**src/rtl/mem_pkg.sv**
```systemverilog
// Shared memory-stage constants and the store-buffer entry record.
// DataMem and the store buffer take their default widths from here.
package mem_pkg;

  localparam int unsigned ADDR_W   = 6;
  localparam int unsigned DATA_W   = 32;
  localparam int unsigned SB_DEPTH = 4;

  typedef struct packed {
    logic [ADDR_W-1:0] addr;
    logic [DATA_W-1:0] data;
  } sb_entry_t;

endpackage

```
**src/rtl/store_buffer_fifo.sv**
```systemverilog
// Store-entry FIFO: circular storage with push/pop and an age-ordered parallel
// read-out (index 0 = oldest) so the top can pick the newest matching entry.
module store_buffer_fifo #(
  parameter int unsigned DEPTH  = mem_pkg::SB_DEPTH,
  parameter int unsigned ADDR_W = mem_pkg::ADDR_W,
  parameter int unsigned DATA_W = mem_pkg::DATA_W
) (
  input  logic                           clk,
  input  logic                           rst,
  input  logic                           i_push,
  input  logic [ADDR_W-1:0]              i_push_addr,
  input  logic [DATA_W-1:0]              i_push_data,
  input  logic                           i_pop,
  output logic [ADDR_W-1:0]              o_head_addr,
  output logic [DATA_W-1:0]              o_head_data,
  output logic [$clog2(DEPTH+1)-1:0]     o_count,
  output logic                           o_full,
  output logic                           o_empty,
  output logic [DEPTH-1:0][ADDR_W-1:0]   o_ent_addr,
  output logic [DEPTH-1:0][DATA_W-1:0]   o_ent_data,
  output logic [DEPTH-1:0]               o_ent_valid
);

  localparam int unsigned PW = $clog2(DEPTH);
  localparam int unsigned CW = $clog2(DEPTH+1);

  logic [ADDR_W-1:0] r_addr [DEPTH];
  logic [DATA_W-1:0] r_data [DEPTH];
  logic [PW-1:0]     r_head;
  logic [PW-1:0]     r_tail;
  logic [CW-1:0]     r_count;

  // DEPTH is a power of two, so pointers wrap by plain overflow.
  always_ff @(posedge clk or posedge rst) begin
    if (rst) begin
      r_head  <= '0;
      r_tail  <= '0;
      r_count <= '0;
    end else begin
      if (i_push) r_tail <= r_tail + 1'b1;
      if (i_pop)  r_head <= r_head + 1'b1;
      r_count <= r_count + CW'(i_push) - CW'(i_pop);
    end
  end

  always_ff @(posedge clk) begin
    if (i_push) begin
      r_addr[r_tail] <= i_push_addr;
      r_data[r_tail] <= i_push_data;
    end
  end

  assign o_count     = r_count;
  assign o_full      = (r_count == CW'(DEPTH));
  assign o_empty     = (r_count == '0);
  assign o_head_addr = r_addr[r_head];
  assign o_head_data = r_data[r_head];

  for (genvar g = 0; g < DEPTH; g++) begin : g_ent
    assign o_ent_addr[g]  = r_addr[r_head + PW'(g)];
    assign o_ent_data[g]  = r_data[r_head + PW'(g)];
    assign o_ent_valid[g] = (CW'(g) < r_count);
  end

endmodule

```
**src/rtl/store_buffer.sv**
```systemverilog
// Posted-write buffer in front of DataMem: queues stores, drains them when the
// port is free and forwards the newest buffered store data to younger loads.
module store_buffer #(
  parameter int unsigned DEPTH  = mem_pkg::SB_DEPTH,
  parameter int unsigned ADDR_W = mem_pkg::ADDR_W,
  parameter int unsigned DATA_W = mem_pkg::DATA_W
) (
  input  logic                       clk,
  input  logic                       rst,
  input  logic                       req_valid,
  input  logic                       req_write,
  input  logic [ADDR_W-1:0]          req_addr,
  input  logic [DATA_W-1:0]          req_wdata,
  output logic                       req_ready,
  input  logic                       drain_hold,
  output logic                       rsp_valid,
  output logic [DATA_W-1:0]          rsp_rdata,
  output logic [$clog2(DEPTH+1)-1:0] count,
  output logic                       mem_read,
  output logic                       mem_write,
  output logic [ADDR_W-1:0]          mem_addr,
  output logic [DATA_W-1:0]          mem_wdata,
  input  logic [DATA_W-1:0]          mem_rdata
);

  logic                         w_full;
  logic                         w_empty;
  logic [ADDR_W-1:0]            w_head_addr;
  logic [DATA_W-1:0]            w_head_data;
  logic [DEPTH-1:0][ADDR_W-1:0] w_ent_addr;
  logic [DEPTH-1:0][DATA_W-1:0] w_ent_data;
  logic [DEPTH-1:0]             w_ent_valid;
  logic                         w_hit;
  logic [DATA_W-1:0]            w_hit_data;
  logic                         w_load_acc;
  logic                         w_store_acc;
  logic                         w_load_miss;
  logic                         w_drain;

  store_buffer_fifo #(
    .DEPTH  (DEPTH),
    .ADDR_W (ADDR_W),
    .DATA_W (DATA_W)
  ) u_fifo (
    .clk         (clk),
    .rst         (rst),
    .i_push      (w_store_acc),
    .i_push_addr (req_addr),
    .i_push_data (req_wdata),
    .i_pop       (w_drain),
    .o_head_addr (w_head_addr),
    .o_head_data (w_head_data),
    .o_count     (count),
    .o_full      (w_full),
    .o_empty     (w_empty),
    .o_ent_addr  (w_ent_addr),
    .o_ent_data  (w_ent_data),
    .o_ent_valid (w_ent_valid)
  );

  // Entries are age-ordered, so the last match in the scan is the newest store.
  always_comb begin
    w_hit      = 1'b0;
    w_hit_data = '0;
    for (int unsigned i = 0; i < DEPTH; i++) begin
      if (w_ent_valid[i] && (w_ent_addr[i] == req_addr)) begin
        w_hit      = 1'b1;
        w_hit_data = w_ent_data[i];
      end
    end
  end

  // A full buffer with draining enabled gives the port to the drain.
  assign req_ready   = req_write ? !w_full : !(w_full && !drain_hold);
  assign w_load_acc  = req_valid && !req_write && req_ready;
  assign w_store_acc = req_valid && req_write && req_ready;
  assign w_load_miss = w_load_acc && !w_hit;
  assign w_drain     = !w_empty && !drain_hold && !w_load_miss && !rst;

  always_comb begin
    mem_read  = 1'b0;
    mem_write = 1'b0;
    mem_addr  = '0;
    mem_wdata = '0;
    if (!rst) begin
      if (w_load_miss) begin
        mem_read = 1'b1;
        mem_addr = req_addr;
      end else if (w_drain) begin
        mem_write = 1'b1;
        mem_addr  = w_head_addr;
        mem_wdata = w_head_data;
      end
    end
  end

  always_ff @(posedge clk or posedge rst) begin
    if (rst) begin
      rsp_valid <= 1'b0;
      rsp_rdata <= '0;
    end else begin
      rsp_valid <= w_load_acc;
      if (w_load_acc) rsp_rdata <= w_hit ? w_hit_data : mem_rdata;
    end
  end

endmodule

```
**config.mk**
```make
export PLATFORM = sky130hd
export DESIGN_NAME = store_buffer
export DESIGN_NICKNAME = d
export VERILOG_FILES = /design/src/rtl/mem_pkg.sv /design/src/rtl/store_buffer_fifo.sv /design/src/rtl/store_buffer.sv
export SDC_FILE = /design/constraint.sdc
export NUM_CORES = 1
export LEC_CHECK = 0
export BUFFER_PORTS_ARGS = -buffer_cell sky130_fd_sc_hd__buf_4
export CAP_MARGIN = 20
export CORE_ASPECT_RATIO = 1.25
export CORE_MARGIN = 10
export CORE_UTILIZATION = 48
export DETAILED_ROUTE_END_ITERATION = 8
export PLACE_DENSITY_LB_ADDON = 0.3
export SLEW_MARGIN = 20
export SYNTH_ARGS = -nofsm -noshare
export SYNTH_HDL_FRONTEND = slang
export SYNTH_SLANG_ARGS = --single-unit
export TNS_END_PERCENT = 50
```
**constraint.sdc**
```tcl
create_clock -name clk -period 5.4 [get_ports clk]
set_input_delay 0 -clock clk [delete_from_list [all_inputs] [get_ports clk]]
set_output_delay 0 -clock clk [all_outputs]
set_load 0.1 [all_outputs]
```
# --- Yosys cells after proc, flatten, opt, wreduce, memory -nomap -nowiden ---
# Memory sizes are Yosys's and may differ from the RTL's.
# Index checks and enable logic that the tools add are counted.
totals:
  mem_count: 2
  mem_bits_ro: 0
  register_bits: 40
  in_bits: 75
  latchBits: 0
  mem_bits_rw: 152
memory_table:
  columns: ["name", "words", "word_bits", "read_ports", "rd_clocked_by_memory_dff", "write_ports", "line_no", "source"]
  rows:
  - ["u_fifo.r_data", 4, 32, 4, 0, 1, "store_buffer_fifo.sv:28", "logic [DATA_W-1:0] r_data [DEPTH];"]
  - ["u_fifo.r_addr", 4, 6, 4, 0, 1, "store_buffer_fifo.sv:27", "logic [ADDR_W-1:0] r_addr [DEPTH];"]
classes:
  order_cmp: 4
  div: 0
  mul: 0
  muxes: 23
  n_bitwise: 0
  eq_ne: 5
  n_addsub: 6
  n_reduce_logical: 22
  shifts: 0
op_table:
  columns: ["op", "n"]
  rows:
  - ["two-way mux 32 bit", 8]
  - ["equality test 6 bit", 4]
  - ["two-way mux 6 bit", 3]
  - ["logical AND 1 bit", 13]
  - ["two-way mux 1 bit", 12]
  - ["logical NOT 1 bit", 8]
  - ["less-than comparator 1 x 3 -> 1 bit (first input constant)", 2]
  - ["less-than comparator 2 x 3 -> 1 bit (first input constant)", 2]
  - ["adder 2 x 1 -> 2 bit (second input constant)", 2]
  - ["adder 2 bit (second input constant)", 2]
  - ["adder 3 x 1 -> 3 bit", 1]
  - ["equality test 3 bit (second input constant)", 1]
  - ["logical NOT 3 bit", 1]
  - ["subtractor 3 x 1 -> 3 bit", 1]

# --- Logic depth before layout (Yosys ltp) ---
# An unclocked memory read counts as a cell.
depth:
  word_depth: 15
  depth_mapped: 15

# --- Modules after synthesis ---
# A second synthesis with hierarchy kept.
unflattened:
  hier_cells: 793
  area_unflattened_um2: 11853.9
by_module_without_submodules:
  columns: ["module", "cells_per_inst", "n_inst", "seq_area_each_um2", "area_per_inst_um2"]
  rows:
  - ["store_buffer_fifo", 418, 1, 4739.5, 8979.9]
  - ["store_buffer", 375, 1, 825.8, 2874.0]

# --- Worst setup path before layout ---
# No wires, ideal clock.
synth_path:
  kind: "reg2reg"
  from: "register u_fifo.r_count[0], in the netlist u_fifo.o_count[0]"
  to: "register u_fifo.r_count[2], in the netlist u_fifo.o_count[2]"
  arrival_ps: 4385
  slack_ps: 892
  path_buffers: 2
  path_stages_with_launch: 14
  setup_time_ps: 123
  cell_sequence: "dfrtp_1 > nor2_1 > nand3_1 > nand2_1 > or2_2 > clkbuf_1 > o41ai_2 > clkbuf_1 > inv_1 > ha_1 > inv_1 > ha_1 > fa_1 > xnor2_1"
synth_between:
  elab_cells_between_ends: 29
  cone_classes: "2 x add/sub; 4 x order compare; 1 x eq/ne; 5 x mux; 17 x reduce/logical"
synth_rtl:
  columns: ["element", "line_no", "source"]
  rows:
  - ["from (decl)", "store_buffer_fifo.sv:31", "logic [CW-1:0] r_count;"]
  - ["from (signal assigned)", "store_buffer_fifo.sv:42", "r_count <= r_count + CW'(i_push) - CW'(i_pop);"]
  - ["equality test 3 bit *", "store_buffer_fifo.sv:54", "assign o_full = (r_count == CW'(DEPTH));"]
  - ["logical AND 1 bit", "store_buffer.sv:74", "assign req_ready = req_write ? !w_full : !(w_full && !drain_hold);"]
  - ["logical NOT 1 bit", "store_buffer.sv:74", null]
  - ["two-way mux 1 bit *", "store_buffer.sv:74", null]
  - ["named net req_ready", "store_buffer.sv:14", "output logic req_ready,"]
  - ["parallel branches: the longest is 5 deep, another holds adder 3 x 1 -> 3 bit", null, null]
  - ["subtractor 3 x 1 -> 3 bit *", "store_buffer_fifo.sv:42", null]
# Mark *: on every way through the listed nets, which the timed path passes.
# A chain may end at the register's enable or synchronous reset.

# --- Worst setup path after layout ---
layout_path:
  from: "register u_fifo.r_head[1]"
  to: "output port mem_addr[2]"
layout_between:
  elab_chain_cells: 15
  elab_cells_between_ends: 24
  cone_classes: "3 x add/sub; 4 x eq/ne; 7 x mux; 9 x reduce/logical; 1 x memory"
layout_lines:
  columns: ["element", "line_no", "source"]
  rows:
  - ["from (decl)", "store_buffer_fifo.sv:29", "logic [PW-1:0] r_head;"]
  - ["from (signal assigned)", "store_buffer_fifo.sv:41", "if (i_pop) r_head <= r_head + 1'b1;"]
  - ["adder 2 x 1 -> 2 bit / memory (4 x 6 bit) (equally long branches)", null, null]
  - ["memory (4 x 6 bit) *", null, null]
  - ["equality test 6 bit / logical AND 1 bit (equally long branches)", "store_buffer.sv:66", "if (w_ent_valid[i] && (w_ent_addr[i] == req_addr)) begin"]
  - ["logical AND 1 bit / two-way mux 1 bit (equally long branches)", "store_buffer.sv:66", null]
  - ["two-way mux 1 bit (3 in a row)", "store_buffer.sv:66", null]
  - ["logical NOT 1 bit", "store_buffer.sv:77", "assign w_load_miss = w_load_acc && !w_hit;"]
  - ["logical AND 1 bit", "store_buffer.sv:77", null]
  - ["logical NOT 1 bit", "store_buffer.sv:78", "assign w_drain = !w_empty && !drain_hold && !w_load_miss && !rst;"]
  - ["logical AND 1 bit (2 in a row)", "store_buffer.sv:78", null]
  - ["two-way mux 6 bit", "store_buffer.sv:89", "end else if (w_drain) begin"]
  - ["two-way mux 6 bit *", "store_buffer.sv:86", "if (w_load_miss) begin"]
  - ["two-way mux 6 bit *", "store_buffer.sv:85", "if (!rst) begin"]
  - ["to (decl)", "store_buffer.sv:21", "output logic [ADDR_W-1:0] mem_addr,"]
# Mark *: on every way between the ends. The rest lies on a longest branch, timed or not.

==> qor.yml <==
yosys:
  yosys.area.top_type_share_pct: 40.02
  async_flop_share_pct: 20.83
  yosys.area.top_type: "edfxtp_1"
  syn_nets: 1162
  ys_ff_latch: 192
  synth_cell_types: 61
  syn_area_sq_um: 11410
  synth_area_leaders: "edfxtp_1, mux2i_1, dfrtp_1"
  synth_edf_count: 152
  syn-mean-instance-area_sq_um: 10.58
  syn_inst: 1078
  ys_seq_area_share_pct: 48.79
  yosysWarningCount: 0
  ys.flop_type: "edfxtp_1"
timing:
  finalMaxSlewViolations: 0
  clock-skew-final_ps: 8.946
  maxSlewHeadroom_pct: 25.85
  fmax_mhz: 218.3
  rsz0062_at_grt: "false"
  fin_ws_ps: 820.0
  hold_viol: 0
  setup_viol: 0
  worst_pin_slew_ps: 1112
  period_share_pct: 84.82
  period_minus_slack_ps: 4580
  setup_total_negative_slack_ps: 0
detailed_routing:
  wl_um: 32450
  via_per_inst: 5.994
  via_count: 9273
  post_drt_wl_per_cell_um: 20.98
  drtPass1Iterations: 6
  drt-initial-drc-count: 834
  detail-route-antenna-nets: 0
  route.detailed.drc: 0
final_layout:
  drive_gt1_share_pct: 22.65
  design_area_sq_um: 13970
  post-route-util_pct: 59.28
  syn2layout_area_growth_pct: 22.49
  final_nets: 1325
  fin_cells: 1547
floorplanning:
  die_height_um: 192.3
  die_w_um: 157.9
  ios: 152
  coreArea_sq_um: 23570
  dieArea_sq_um: 30370
  placementRows: 63
  start_util_pct: 48.39
setup_path:
  cp.arrival_ps: 4580
  endpoint_kind: "output pin"
  critical_path_class: "reg2out"
  cpPeakStageDelay_ps: 780
  crit_path_top_delay_cell: "dfrtp_4"
  cp.buffers_inverters: 2
  worstPathCellList: "buf_4, mux2i_1, mux2i_1, xor2_1, or4_1, o22ai_1, or3_2, or2_2, a41o_1, buf_4"
  reg2reg_setup_slack_ps: 1170
  path_delay_family: "simple AND/OR/NAND/NOR gates"
  cp.required_ps: 5400
  cp_max_fo: 34
  worst_setup_path_start_kind: "register"
clock_network:
  cts_buffers: 17
  post_cts_buffers: 0
  htree_levels: 4
  cts-root-buf: "clkbuf_16"
  hold_buffers: 70
  clk_pin_slew_ps: 70
  cts_tree: "done"
  cts_sinks: 192
  cts_buffer_depth: 2
  cts_resized: 0
  clock_latency_ps: 420
worst_hold_path:
  hold_class: "in2reg"
global_route:
  grt_pass1_wl_um: 50440
  grt_max_degree: 90
  antenna_found_initial: 1
  grt_pass1_vias: 9445
  grt_overflow: 0
  grt_util_all_layers_pct: 21.13
pwr:
  power_density_nw_per_um2: 533.9
  p_leak_nw: 5.531
  power_frac_comb_pct: 54.4
  power.switching_fraction_pct: 49.11
  power.internal_mw: 3.796
  clkPwrFrac_pct: 17.5
  pwr-share-seq_pct: 28.1
  ir_drop_mv: 0.3283
  power_switching_mw: 3.663
placed_design:
  numPlacedInstances: 1442
  dpl_cell_area_sq_um: 12630
  portBuffers: 151
  dp_hpwl_um: 20690
  place_congestion: 0.8275
  dp_slack_ps: 1056
status:
  status: "complete, no violations"
job:
  cap_viol_max_count: 0
cell families (layout without fill, tap and decap cells):
group | after synthesis | after routing | share of synthesized area [%]
XOR/XNOR | 29 | 29 | 2.293
flip-flops | 192 | 192 | 48.79
buffers and inverters | 140 | 316 | 5.408
AO/OA/AOI/OAI | 207 | 207 | 14.49
adder cells (fa/ha/maj) | 9 | 9 | 1.053
other | 0 | 1 | 0
AND/OR/NAND/NOR | 338 | 338 | 13.04
multiplexers | 163 | 163 | 14.92
registers in the layout, summed over array words and instances (netlist names):
name and count:
u_fifo.r_addr 24, rsp_rdata 32, u_fifo.r_data 128, u_fifo.o_count 3, u_fifo.r_head 2, u_fifo.r_tail 2, rsp_valid 1
worst reg2reg max path, cell delays in order, from the launching register on:
cell,delay (ps)
dfrtp_4,780
buf_4,390
mux2i_1,390
mux2i_1,150
xor2_1,160
or4_1,530
o22ai_1,330
or3_2,190
or2_2,670
buf_4,380
o221ai_1,140
worst paths after layout:
kind	end	cells past startpoint	from
setup / recovery	mem_addr[2]	10	u_fifo.r_head[1]$_DFFE_PP0N_
hold / removal	rsp_rdata[28]$_DFFE_PP0P_	4	mem_rdata[28]
setup reg to reg	rsp_rdata[7]$_DFFE_PP0P_	10	u_fifo.r_head[1]$_DFFE_PP0N_
hold reg to reg	rsp_rdata[24]$_DFFE_PP0P_	2	rsp_rdata[24]$_DFFE_PP0P_
max in group asynchronous	u_fifo.r_head[0]$_DFFE_PP0N_	4	rst
min in group asynchronous	u_fifo.o_count[2]$_DFF_PP0_	3	rst
final cells by class:
type,count,area [sq um]
fill,1916,9598
antenna,1,2.502
sequential,192,5573
inverter,43,163.9
clock buffer,18,429.2
timing repair buffer,241,1997
tap,292,365.4
multi-input combinational,746,5259
clock inverter,14,181.4
synth_stat cells, types with 20 or more instances:
master and count:
mux2_2 36, mux2i_1 125, dfrtp_1 40, nor2_1 82, xnor2_1 21, o21ai_0 38, inv_1 42, clkbuf_1 60
edfxtp_1 152, o211ai_1 31, a21oi_1 33, nand4_1 28, nand2_1 177, o221ai_2 20
placed cells by master, fill, tap and decap left out, types with 17 or more instances in the layout:
master,count
nor2_1,81
o221ai_2,20
xnor2_1,21
mux2i_1,125
o211ai_1,31
clkbuf_16,17
nand2_1,177
inv_1,40
o21ai_0,38
mux2_2,36
buf_4,169
dfrtp_1,38
nand4_1,28
edfxtp_1,152
dlygate4sd3_1,70
a21oi_1,33
metrics by stage:
stage	hold WS (ps)	power, mW
2_1_floorplan	98.87	5.278
3_3_place_gp	201.2	6.061
3_5_place_dp	203.8	6.117
4_1_cts	21.52	7.455
5_1_grt	35.70	7.836
6_report	37.15	7.459
power groups by stage:
stage / logic, mW / clock network [mW] / registers [mW]
after global placement: 3.95 / 0 / 2.12
final: 4.06 / 1.30 / 2.10
after CTS: 4.05 / 1.31 / 2.09
after floorplan: 2.59 / 0 / 2.69
after global routing: 4.33 / 1.38 / 2.13
after detailed placement: 3.99 / 0 / 2.12
layer usage:
layer	GRT usage, %	vias to the layer above	routed length, um
li1	-	4274	-
met1	25.50	4560	12920
met2	36.43	378	16500
met3	3.969	61	2216
met4	8.285	0	816
met5	0	-	0
(Power assumes the default switching activity.)
